===== config.mk =====
export PLATFORM = sky130hd
export DESIGN_NAME = dds_sweep_ctrl_flat
export DESIGN_NICKNAME = d
export VERILOG_FILES = /design/src/rtl/dds_sweep_ctrl_if.sv /design/src/rtl/dds_sweep_ctrl.sv /design/src/flat_wrapper.sv
export SDC_FILE = /design/constraint.sdc
export NUM_CORES = 1
export LEC_CHECK = 0
export CAP_MARGIN = 10
export CORE_MARGIN = 5
export CORE_UTILIZATION = 35
export CTS_BUF_LIST = sky130_fd_sc_hd__clkbuf_4
export DETAILED_ROUTE_END_ITERATION = 8
export GPL_ROUTABILITY_DRIVEN = 0
export PLACE_DENSITY_LB_ADDON = 0.3
export RECOVER_POWER = 25
export SETUP_SLACK_MARGIN = 0.4
export SYNTH_ARGS = -nofsm -noshare
export SYNTH_HDL_FRONTEND = slang
export SYNTH_SLANG_ARGS = --single-unit

===== constraint.sdc =====
create_clock -name clk -period 6.75 [get_ports clk]
set_input_delay 2.025 -clock clk [delete_from_list [all_inputs] [get_ports clk]]
set_output_delay 2.025 -clock clk [all_outputs]
set_load 0.01 [all_outputs]

===== src/rtl/dds_sweep_ctrl_if.sv =====
// Bus bundle between the sweep register/control logic and dds_sweep_ctrl.
//   master: drives start/abort and the sweep configuration, receives K/P and status
//   slave : the sweep sequencer itself
// Signals:
//   start, abort         sweep start / stop requests
//   mode[1:0]            00 single, 01 repeat, 10 triangle, 11 single
//   f_start/f_stop/f_step[KW-1:0]  sweep end points and increment
//   dwell[DW-1:0]        hold time per frequency, cycles minus 1
//   p_off[PW-1:0]        phase offset forwarded to the DDS
//   K_out[KW-1:0], P_out[PW-1:0]   tuning word / phase offset to the DDS
//   busy, done, wrap, cfg_err      status and one-cycle event pulses
interface dds_sweep_ctrl_if #(
  parameter int unsigned KW = 32,
  parameter int unsigned PW = 11,
  parameter int unsigned DW = 16
);
  logic          start;
  logic          abort;
  logic [1:0]    mode;
  logic [KW-1:0] f_start;
  logic [KW-1:0] f_stop;
  logic [KW-1:0] f_step;
  logic [DW-1:0] dwell;
  logic [PW-1:0] p_off;
  logic [KW-1:0] K_out;
  logic [PW-1:0] P_out;
  logic          busy;
  logic          done;
  logic          wrap;
  logic          cfg_err;

  modport master (
    output start, abort, mode, f_start, f_stop, f_step, dwell, p_off,
    input  K_out, P_out, busy, done, wrap, cfg_err
  );

  modport slave (
    input  start, abort, mode, f_start, f_stop, f_step, dwell, p_off,
    output K_out, P_out, busy, done, wrap, cfg_err
  );
endinterface


===== src/rtl/dds_sweep_ctrl.sv =====
// Frequency-sweep sequencer for the DDS core. A start latches the sweep
// configuration, then K_out steps linearly from f_start to f_stop by f_step,
// each value held dwell+1 cycles. Single, repeat and triangle modes.
// Ports:
//   clk    system clock (shared with the DDS core)
//   rst_n  asynchronous active-low reset
//   bus    dds_sweep_ctrl_if.slave: start/abort, configuration inputs,
//          K_out/P_out, busy, done/wrap/cfg_err pulses (all outputs registered)
// Build option:
//   DDS_SWEEP_TRIANGLE_EN  defined: mode 10 is a triangle sweep;
//                          undefined: mode 10 behaves as repeat and the
//                          down-count path is not built.
module dds_sweep_ctrl #(
  parameter int unsigned KW = 32,
  parameter int unsigned PW = 11,
  parameter int unsigned DW = 16
) (
  input  logic            clk,
  input  logic            rst_n,
  dds_sweep_ctrl_if.slave bus
);

  typedef enum logic {IDLE = 1'b0, DWELL = 1'b1} state_t;

  state_t        r_state, w_state_n;
  logic [1:0]    r_mode;
  logic [KW-1:0] r_f_start, r_f_stop, r_f_step;
  logic [DW-1:0] r_dwell, r_cnt, w_cnt_n;
  logic [KW-1:0] r_k, w_k_n;
  logic [PW-1:0] r_p, w_p_n;
  logic          r_busy, w_busy_n;
  logic          r_done, w_done_n;
  logic          r_wrap, w_wrap_n;
  logic          r_err, w_err_n;
  logic          w_accept;
  logic          w_single;
  logic [KW:0]   w_sum;
  logic [KW-1:0] w_k_up;

  // Up-step with carry; clamps to f_stop so the sweep never wraps through 0.
  assign w_sum    = {1'b0, r_k} + {1'b0, r_f_step};
  assign w_k_up   = (w_sum[KW] || (w_sum[KW-1:0] >= r_f_stop)) ? r_f_stop : w_sum[KW-1:0];
  assign w_single = (r_mode == 2'b00) || (r_mode == 2'b11);

`ifdef DDS_SWEEP_TRIANGLE_EN
  logic          r_dir_dn, w_dir_dn_n;
  logic          w_tri;
  logic [KW:0]   w_diff;
  logic [KW-1:0] w_k_dn;

  assign w_tri  = (r_mode == 2'b10);
  assign w_diff = {1'b0, r_k} - {1'b0, r_f_step};
  assign w_k_dn = (w_diff[KW] || (w_diff[KW-1:0] <= r_f_start)) ? r_f_start : w_diff[KW-1:0];
`endif

  // The STEP decision is taken in the last DWELL cycle (counter at 0) so the
  // new value appears on the same edge that ends the dwell: no gap cycle.
  always_comb begin
    w_state_n = r_state;
    w_cnt_n   = r_cnt;
    w_k_n     = r_k;
    w_p_n     = r_p;
    w_busy_n  = r_busy;
    w_done_n  = 1'b0;
    w_wrap_n  = 1'b0;
    w_err_n   = 1'b0;
    w_accept  = 1'b0;
`ifdef DDS_SWEEP_TRIANGLE_EN
    w_dir_dn_n = r_dir_dn;
`endif
    case (r_state)
      IDLE: begin
        if (bus.start) begin
          if ((bus.f_step == '0) || (bus.f_stop < bus.f_start)) begin
            w_err_n = 1'b1;
          end else begin
            w_accept  = 1'b1;
            w_k_n     = bus.f_start;
            w_p_n     = bus.p_off;
            w_busy_n  = 1'b1;
            w_cnt_n   = bus.dwell;
            w_state_n = DWELL;
`ifdef DDS_SWEEP_TRIANGLE_EN
            w_dir_dn_n = 1'b0;
`endif
          end
        end
      end
      DWELL: begin
        if (bus.abort) begin
          w_state_n = IDLE;
          w_busy_n  = 1'b0;
        end else if (r_cnt != '0) begin
          w_cnt_n = r_cnt - DW'(1);
        end else begin
          w_cnt_n = r_dwell;
`ifdef DDS_SWEEP_TRIANGLE_EN
          if (r_dir_dn) begin
            if (r_k == r_f_start) begin
              w_wrap_n   = 1'b1;
              w_dir_dn_n = 1'b0;
              w_k_n      = w_k_up;
            end else begin
              w_k_n = w_k_dn;
            end
          end else
`endif
          if (r_k == r_f_stop) begin
            if (w_single) begin
              w_done_n  = 1'b1;
              w_busy_n  = 1'b0;
              w_state_n = IDLE;
            end
`ifdef DDS_SWEEP_TRIANGLE_EN
            else if (w_tri) begin
              w_wrap_n   = 1'b1;
              w_dir_dn_n = 1'b1;
              w_k_n      = w_k_dn;
            end
`endif
            else begin
              w_wrap_n = 1'b1;
              w_k_n    = r_f_start;
            end
          end else begin
            w_k_n = w_k_up;
          end
        end
      end
    endcase
  end

  always_ff @(posedge clk or negedge rst_n) begin
    if (!rst_n) begin
      r_state   <= IDLE;
      r_mode    <= '0;
      r_f_start <= '0;
      r_f_stop  <= '0;
      r_f_step  <= '0;
      r_dwell   <= '0;
      r_cnt     <= '0;
      r_k       <= '0;
      r_p       <= '0;
      r_busy    <= 1'b0;
      r_done    <= 1'b0;
      r_wrap    <= 1'b0;
      r_err     <= 1'b0;
`ifdef DDS_SWEEP_TRIANGLE_EN
      r_dir_dn  <= 1'b0;
`endif
    end else begin
      r_state <= w_state_n;
      r_cnt   <= w_cnt_n;
      r_k     <= w_k_n;
      r_p     <= w_p_n;
      r_busy  <= w_busy_n;
      r_done  <= w_done_n;
      r_wrap  <= w_wrap_n;
      r_err   <= w_err_n;
`ifdef DDS_SWEEP_TRIANGLE_EN
      r_dir_dn <= w_dir_dn_n;
`endif
      if (w_accept) begin
        r_mode    <= bus.mode;
        r_f_start <= bus.f_start;
        r_f_stop  <= bus.f_stop;
        r_f_step  <= bus.f_step;
        r_dwell   <= bus.dwell;
      end
    end
  end

  assign bus.K_out   = r_k;
  assign bus.P_out   = r_p;
  assign bus.busy    = r_busy;
  assign bus.done    = r_done;
  assign bus.wrap    = r_wrap;
  assign bus.cfg_err = r_err;

endmodule


===== src/flat_wrapper.sv =====
// flat-port wrapper written by rule: the top's interface ports become plain ports
module dds_sweep_ctrl_flat 
#(
  parameter int unsigned KW = 32,
  parameter int unsigned PW = 11,
  parameter int unsigned DW = 16
)
  (clk, rst_n, bus_start, bus_abort, bus_mode, bus_f_start, bus_f_stop, bus_f_step, bus_dwell, bus_p_off, bus_K_out, bus_P_out, bus_busy, bus_done, bus_wrap, bus_cfg_err);
  dds_sweep_ctrl_if #(.KW(KW), .PW(PW), .DW(DW)) bus_i ();
  input  logic clk;
  input  logic rst_n;
  input wire logic [$bits(bus_i.start)-1:0] bus_start;
  input wire logic [$bits(bus_i.abort)-1:0] bus_abort;
  input wire logic [$bits(bus_i.mode)-1:0] bus_mode;
  input wire logic [$bits(bus_i.f_start)-1:0] bus_f_start;
  input wire logic [$bits(bus_i.f_stop)-1:0] bus_f_stop;
  input wire logic [$bits(bus_i.f_step)-1:0] bus_f_step;
  input wire logic [$bits(bus_i.dwell)-1:0] bus_dwell;
  input wire logic [$bits(bus_i.p_off)-1:0] bus_p_off;
  output wire logic [$bits(bus_i.K_out)-1:0] bus_K_out;
  output wire logic [$bits(bus_i.P_out)-1:0] bus_P_out;
  output wire logic [$bits(bus_i.busy)-1:0] bus_busy;
  output wire logic [$bits(bus_i.done)-1:0] bus_done;
  output wire logic [$bits(bus_i.wrap)-1:0] bus_wrap;
  output wire logic [$bits(bus_i.cfg_err)-1:0] bus_cfg_err;
  assign bus_i.start = bus_start;
  assign bus_i.abort = bus_abort;
  assign bus_i.mode = bus_mode;
  assign bus_i.f_start = bus_f_start;
  assign bus_i.f_stop = bus_f_stop;
  assign bus_i.f_step = bus_f_step;
  assign bus_i.dwell = bus_dwell;
  assign bus_i.p_off = bus_p_off;
  assign bus_K_out = bus_i.K_out;
  assign bus_P_out = bus_i.P_out;
  assign bus_busy = bus_i.busy;
  assign bus_done = bus_i.done;
  assign bus_wrap = bus_i.wrap;
  assign bus_cfg_err = bus_i.cfg_err;
  dds_sweep_ctrl #(.KW(KW), .PW(PW), .DW(DW)) u_core (.clk(clk), .rst_n(rst_n), .bus(bus_i));
endmodule

* After elaboration in Yosys (flattened, before gate mapping)
Index checks and enable logic that the tools add are counted.
Widths: inputs -> output; s select.
** Cells by class
- Bitwise operators :: 2
- Multiplexer cells :: 40
- $add $sub $neg :: 2
- Eq/ne operators :: 10
- Order comparisons :: 2
- Reduce and logical (&&, ||, !) cells :: 10
** Operator list (count)
- $mux 32 :: 7
- $mux 16 :: 4
- $pmux 32 s2 :: 1
- $add 32x32->33 :: 1
- $eq 32x32->1 :: 1
- $ge 32x32->1 :: 1
- $logic_not 32->1 :: 1
- $lt 32x32->1 :: 1
- $pmux 16 s2 :: 1
- $mux 1 :: 25
- $reduce_bool 16->1 :: 1
- $sub 16x1->16 const B :: 1
- $ne 3x3->1 const B :: 4
- $reduce_and 5->1 :: 2
- $ne 2x2->1 const B :: 4
- $reduce_and 3->1 :: 2
- $pmux 1 s2 :: 2
- $logic_or 1x1->1 :: 3
- $eq 2x2->1 const B :: 1
- $logic_not 2->1 :: 1
- $not 1->1 :: 2
** Storage, ports and cells
- Flip-flop bits (word level) :: 178
- Input bits :: 129
- Logic and storage cells :: 79
- Output and inout port bits :: 47

* Depth between registers and ports, before layout
- Word-level depth :: 8
- Depth in mapped cells :: 21
- Mapped depth without buffers :: 19

* Worst setup path after synthesis
Ideal clock, no wire load.
- Path type :: reg2reg
- From :: register u_core.r_k[0] (netlist: u_core.bus.K_out[0])
- To :: register u_core.r_k[18] (netlist: u_core.bus.K_out[18])
- Stages on the path, launching flop included :: 19
- Path slack :: 2215 ps
- Path buffers :: 1
- Data required time :: 6624 ps
- Arrival time :: 4409 ps
- Cell sequence :: dfrtp_1 ha_1 fa_1 a21oi_1 nand4b_1 nand4_1 and3b_1 or4_1 o311a_1 ha_1 a21o_1 a221o_1 a32o_1 a211o_1 a221o_1 buf_2 mux2i_1 o21ai_0 a221o_1
** Between the ends
- Longest elaborated chain between the ends :: 8
- Elaborated cells on any way between the ends :: 11
** RTL lines
- from (decl) :: line dds_sweep_ctrl.sv:29 : logic [KW-1:0] r_k, w_k_n;
- from (signal assigned) :: line dds_sweep_ctrl.sv:154 : r_k <= w_k_n;
- $add 32x32->33 :: line dds_sweep_ctrl.sv:41 : assign w_sum = {1'b0, r_k} + {1'b0, r_f_step};
- $ge 32x32->1 :: line dds_sweep_ctrl.sv:42 : assign w_k_up = (w_sum[KW] || (w_sum[KW-1:0] >= r_f_stop)) ? r_f_stop : w_sum[KW-1:0];
- $logic_or 1x1->1 :: line dds_sweep_ctrl.sv:42
- $mux 32 :: line dds_sweep_ctrl.sv:42
- $mux 32 :: line dds_sweep_ctrl.sv:108 : if (r_k == r_f_stop) begin
- $mux 32 :: line dds_sweep_ctrl.sv:93 : end else if (r_cnt != '0) begin
- $mux 32 :: line dds_sweep_ctrl.sv:90 : if (bus.abort) begin
- $pmux 32 s2 :: line dds_sweep_ctrl.sv:71 : case (r_state)
Parallel ways exist; a longest one is shown, timed or not. The select of a mux whose other input is x is not followed.
A chain may end at the register's enable or synchronous reset.

* Worst setup path in the final report
- From :: register u_core.r_k[1] (netlist: u_core.bus.K_out[1])
- To :: register u_core.r_k[18] (netlist: u_core.bus.K_out[18])
Same word-level chain as after synthesis.

==> summary.txt <==
Power
  – P_leak: approximately 6.3 nW
  – Maximum vdd ir drop: 219 uV
  – Final Power: 0.00703 W
  – Pwr dens: 497 nW/um2

Setup path
  – Worst R2R Path Depth: 20
  – R2R setup slack: between 0.8 and 0.9 ns
  – Reg2reg start: u_core.bus.K_out[1]
  – Crit start category: register
  – Critical path fanouts, max: 13
  – CP Data Arrival Time: 6.45 ns
  – Crit. End Element: register
  – Critical Path RT: 7.25 ns
  – Worst Path Class, Setup: register to register
  – R2r endpoint: u_core.bus.K_out[18]

Timing
  – Minimum clock period: between 5 and 6 ns
  – Worst-margin pin slew: 4.39 ns
  – Final clock skew: 0.0339 ns
  – F_max: 0.168 GHz
  – Final period util: 0.881
  – Final setup TNS: 0 ns
  – Hold slack: 0.500 ns
  – Fin. Hold Viols: 0
  – Finish-stage setup viols: 0
  – Max Slew Vio Count: 91
  – Relative slew slack: -1.92
  – RSZ-0062 raised after global routing: false

Cells and area
  – NumNets Final: 1,662
  – Final core occ: 0.425
  – FILL cells: 3,308
  – Share of layout cells above drive strength 1: 0.0856
  – Area grow syn2layout: 21.0%

Detailed routing
  – DR WL/cell: 20.0 um
  – DR pass1 iterations: 6
  – DRC Markers: 0
  – Vias per cell: 5.39
  – DRT antenna net count: 0
  – DRT iter0 DRCs: 856
  – Vias: around 10,000
  – WL final: about 38,000 um

Clock tree
  – TritonCTS clock tree: yes
  – Clk root buf: clkbuf_4
  – Setup Buffers After CTS: 0
  – Post_cts resized: 0
  – CTS HTree Levels: 4
  – Clock latency on the worst-skew pair: around 0.61 ns
  – Cts hold-fix bufs: 0
  – Clk pin slew, worst setup/hold paths: 0.16 ns
  – Total CTS buffers: 17
  – Maximum clock path buffer count: 2
  – Clock Sinks: around 180

Logic synthesis
  – Distinct cells, synth: just over 70
  – Mean Syn Cell Area: 9.11 um2
  – YS warnings: 0
  – Yosys top cell by area: dfrtp_1
  – Post-synth EDFFs: 0
  – Primary FF master, synth: dfrtp_1
  – Synth top area share: 0.381
  – Synthesized area: 11,700 um2
  – Fraction of registers with async set/reset: 1.00
  – Most numerous cell in the Yosys netlist: dfrtp_1
  – Synth area leaders: dfrtp_1 (38%), ha_1 (10%), mux2_2 (6.0%), nand2_1 (5.3%), o21ai_0 (4.5%)
  – Synthesized flop and latch total: 178
  – Top cells by count, synth: dfrtp_1 (178), nand2_1 (165), o21ai_0 (105), ha_1 (97), inv_1 (80)
  – Post-synthesis net count: 1,511
  – Sequential share of the synthesized area: 0.381
  – Post-synthesis cell count: between 1,000 and 1,500

Floorplanning
  – Die Ht: 193 um
  – Core Region: roughly 33,000 um2
  – Num rows: 67
  – Initial Utilization: 0.351
  – Full die area: 37,200 um2
  – IO Count: between 150 and 200
  – Die width: 193 um

Hold path
  – Hold Crit Depth: 2
  – Sink of the worst hold path: u_core.r_dwell[9]
  – Min-delay src: u_core.r_dwell[9]
  – Worst hold-check path type: register to register

Placed design
  – Hpwl dp: 28,700 um
  – Port Buffers: 175

Global route
  – Largest net degree at the start of global routing: 127
  – Vias in the first global route: 10,400
  – Global-route total usage across every layer: 0.205
  – Grt total ovfl: 0
  – First-pass GRT wire length: 58,900 um
  – Initial antenna violation count: 4

Flow run
  – Max-Cap Viols: 1

Status
  – Failing checks: max-capacitance violations, max-slew violations
  – Outcome: complete, but fails checks
flip-flops by register name, summed over array words and instances, names as in the netlist:
name and flops:
u_core.bus.K_out 32, u_core.bus.P_out 11, u_core.r_mode 2, u_core.r_state 1, u_core.r_f_start 32, u_core.r_dwell 16
u_core.bus.busy 1, u_core.bus.cfg_err 1, u_core.r_f_stop 32, u_core.r_f_step 32, u_core.bus.wrap 1, u_core.r_cnt 16
u_core.bus.done 1
through the flow:
step           setup WS [ns]  instances  instance area [um2]
6_report               0.802       1897                14200
3_3_place_gp           0.962       1864                13900
5_1_grt                0.384       1897                14200
2_1_floorplan           2.22       1284                11700
3_5_place_dp           0.903       1864                13900
4_1_cts                 1.03       1896                14200
power by group:
part           internal [W]  total, W  switching [W]
clock network      0.000162  0.000599       0.000438
registers           0.00143   0.00185       0.000414
logic               0.00209   0.00458        0.00250
total               0.00368   0.00703        0.00335
routing by layer:
layer / global-route usage / share of wire
met4: 0.0623 / 0.030
met3: 0.0512 / 0.072
met1: 0.284 / 0.45
met2: 0.317 / 0.45
met5: 0 / 0.0010
logic make-up (layout without fill, tap and decap cells):
group           after synthesis  in the layout  synth area share
simple gates                364            364             0.144
compound gates              346            346             0.186
flops                       178            178             0.381
buf+inv                     138            302            0.0472
fa+ha+maj                    98             98             0.105
mux                          91             91            0.0845
xor+xnor                     69             69            0.0517
other cells                   0              1                 0
final cells by class:
class / count / area, um2 / area share
well taps: 448 / 561 / 0.0396
diodes: 1 / 2.50 / 0.000177
repair buffers: 190 / 1880 / 0.133
clock inverters: 14 / 123 / 0.00866
flip-flops and latches: 178 / 4450 / 0.315
clock buffers: 18 / 135 / 0.00954
multi-input cells: 968 / 6700 / 0.473
inverters: 80 / 300 / 0.0212
layout by cell type (no fill, tap or decap), types with 6 or more instances in the layout:
cell type        instances
a211o_1                  8
a21o_1                  34
a21oi_1                 79
a22oi_1                 16
a311oi_1                 6
a31oi_1                 13
and2_1                   6
and3_1                  13
buf_4                   14
clkbuf_4                18
clkdlybuf4s50_1        174
dfrtp_1                178
ha_1                    97
inv_1                   80
mux2_2                  62
mux2i_1                 29
nand2_1                165
nand2b_1                 6
nand3_1                 29
nand4_1                 23
nor2_1                  64
nor3_1                  15
nor4_1                  16
o211ai_1                15
o21ai_0                105
o21ai_1                 16
xnor2_1                 56
xor2_1                  13
worst max-delay path by stage:
| stage | slack [ns] | to | depth (start not counted) | startpoint |
|---|---|---|---|---|
| final | 0.80 | u_core.bus.K_out[18] | 20 | u_core.bus.K_out[1] |
| after global routing | 0.38 | u_core.r_f_start[17] | 1 | rst_n |
| after CTS | 1.03 | u_core.bus.K_out[18] | 20 | u_core.bus.K_out[1] |
| after detailed placement | 0.90 | u_core.bus.K_out[0] | 12 | bus_f_start[29] |
| after global placement | 0.96 | u_core.bus.K_out[0] | 12 | bus_f_start[29] |
| after floorplan | 2.22 | u_core.bus.K_out[18] | 18 | u_core.bus.K_out[0] |
worst max-delay path, stage by stage, from the launching register on:
cell and delay [ns]:
dfrtp_1 0.49, ha_1 0.34, a211oi_1 0.50, o21ai_0 0.15, buf_4 0.17, a41o_1 0.26, a31oi_1 0.37, o21ai_0 0.26
and2_1 0.21, a311oi_1 0.52, ha_1 0.22, nand2_1 0.07, nor3_1 0.31, nand4_1 0.15, o21ai_0 0.21, a211o_1 0.13
a221o_1 0.48, buf_4 0.34, mux2i_1 0.20, o21ai_0 0.09, a221o_1 0.36
Power figures use the tool's default switching activity.
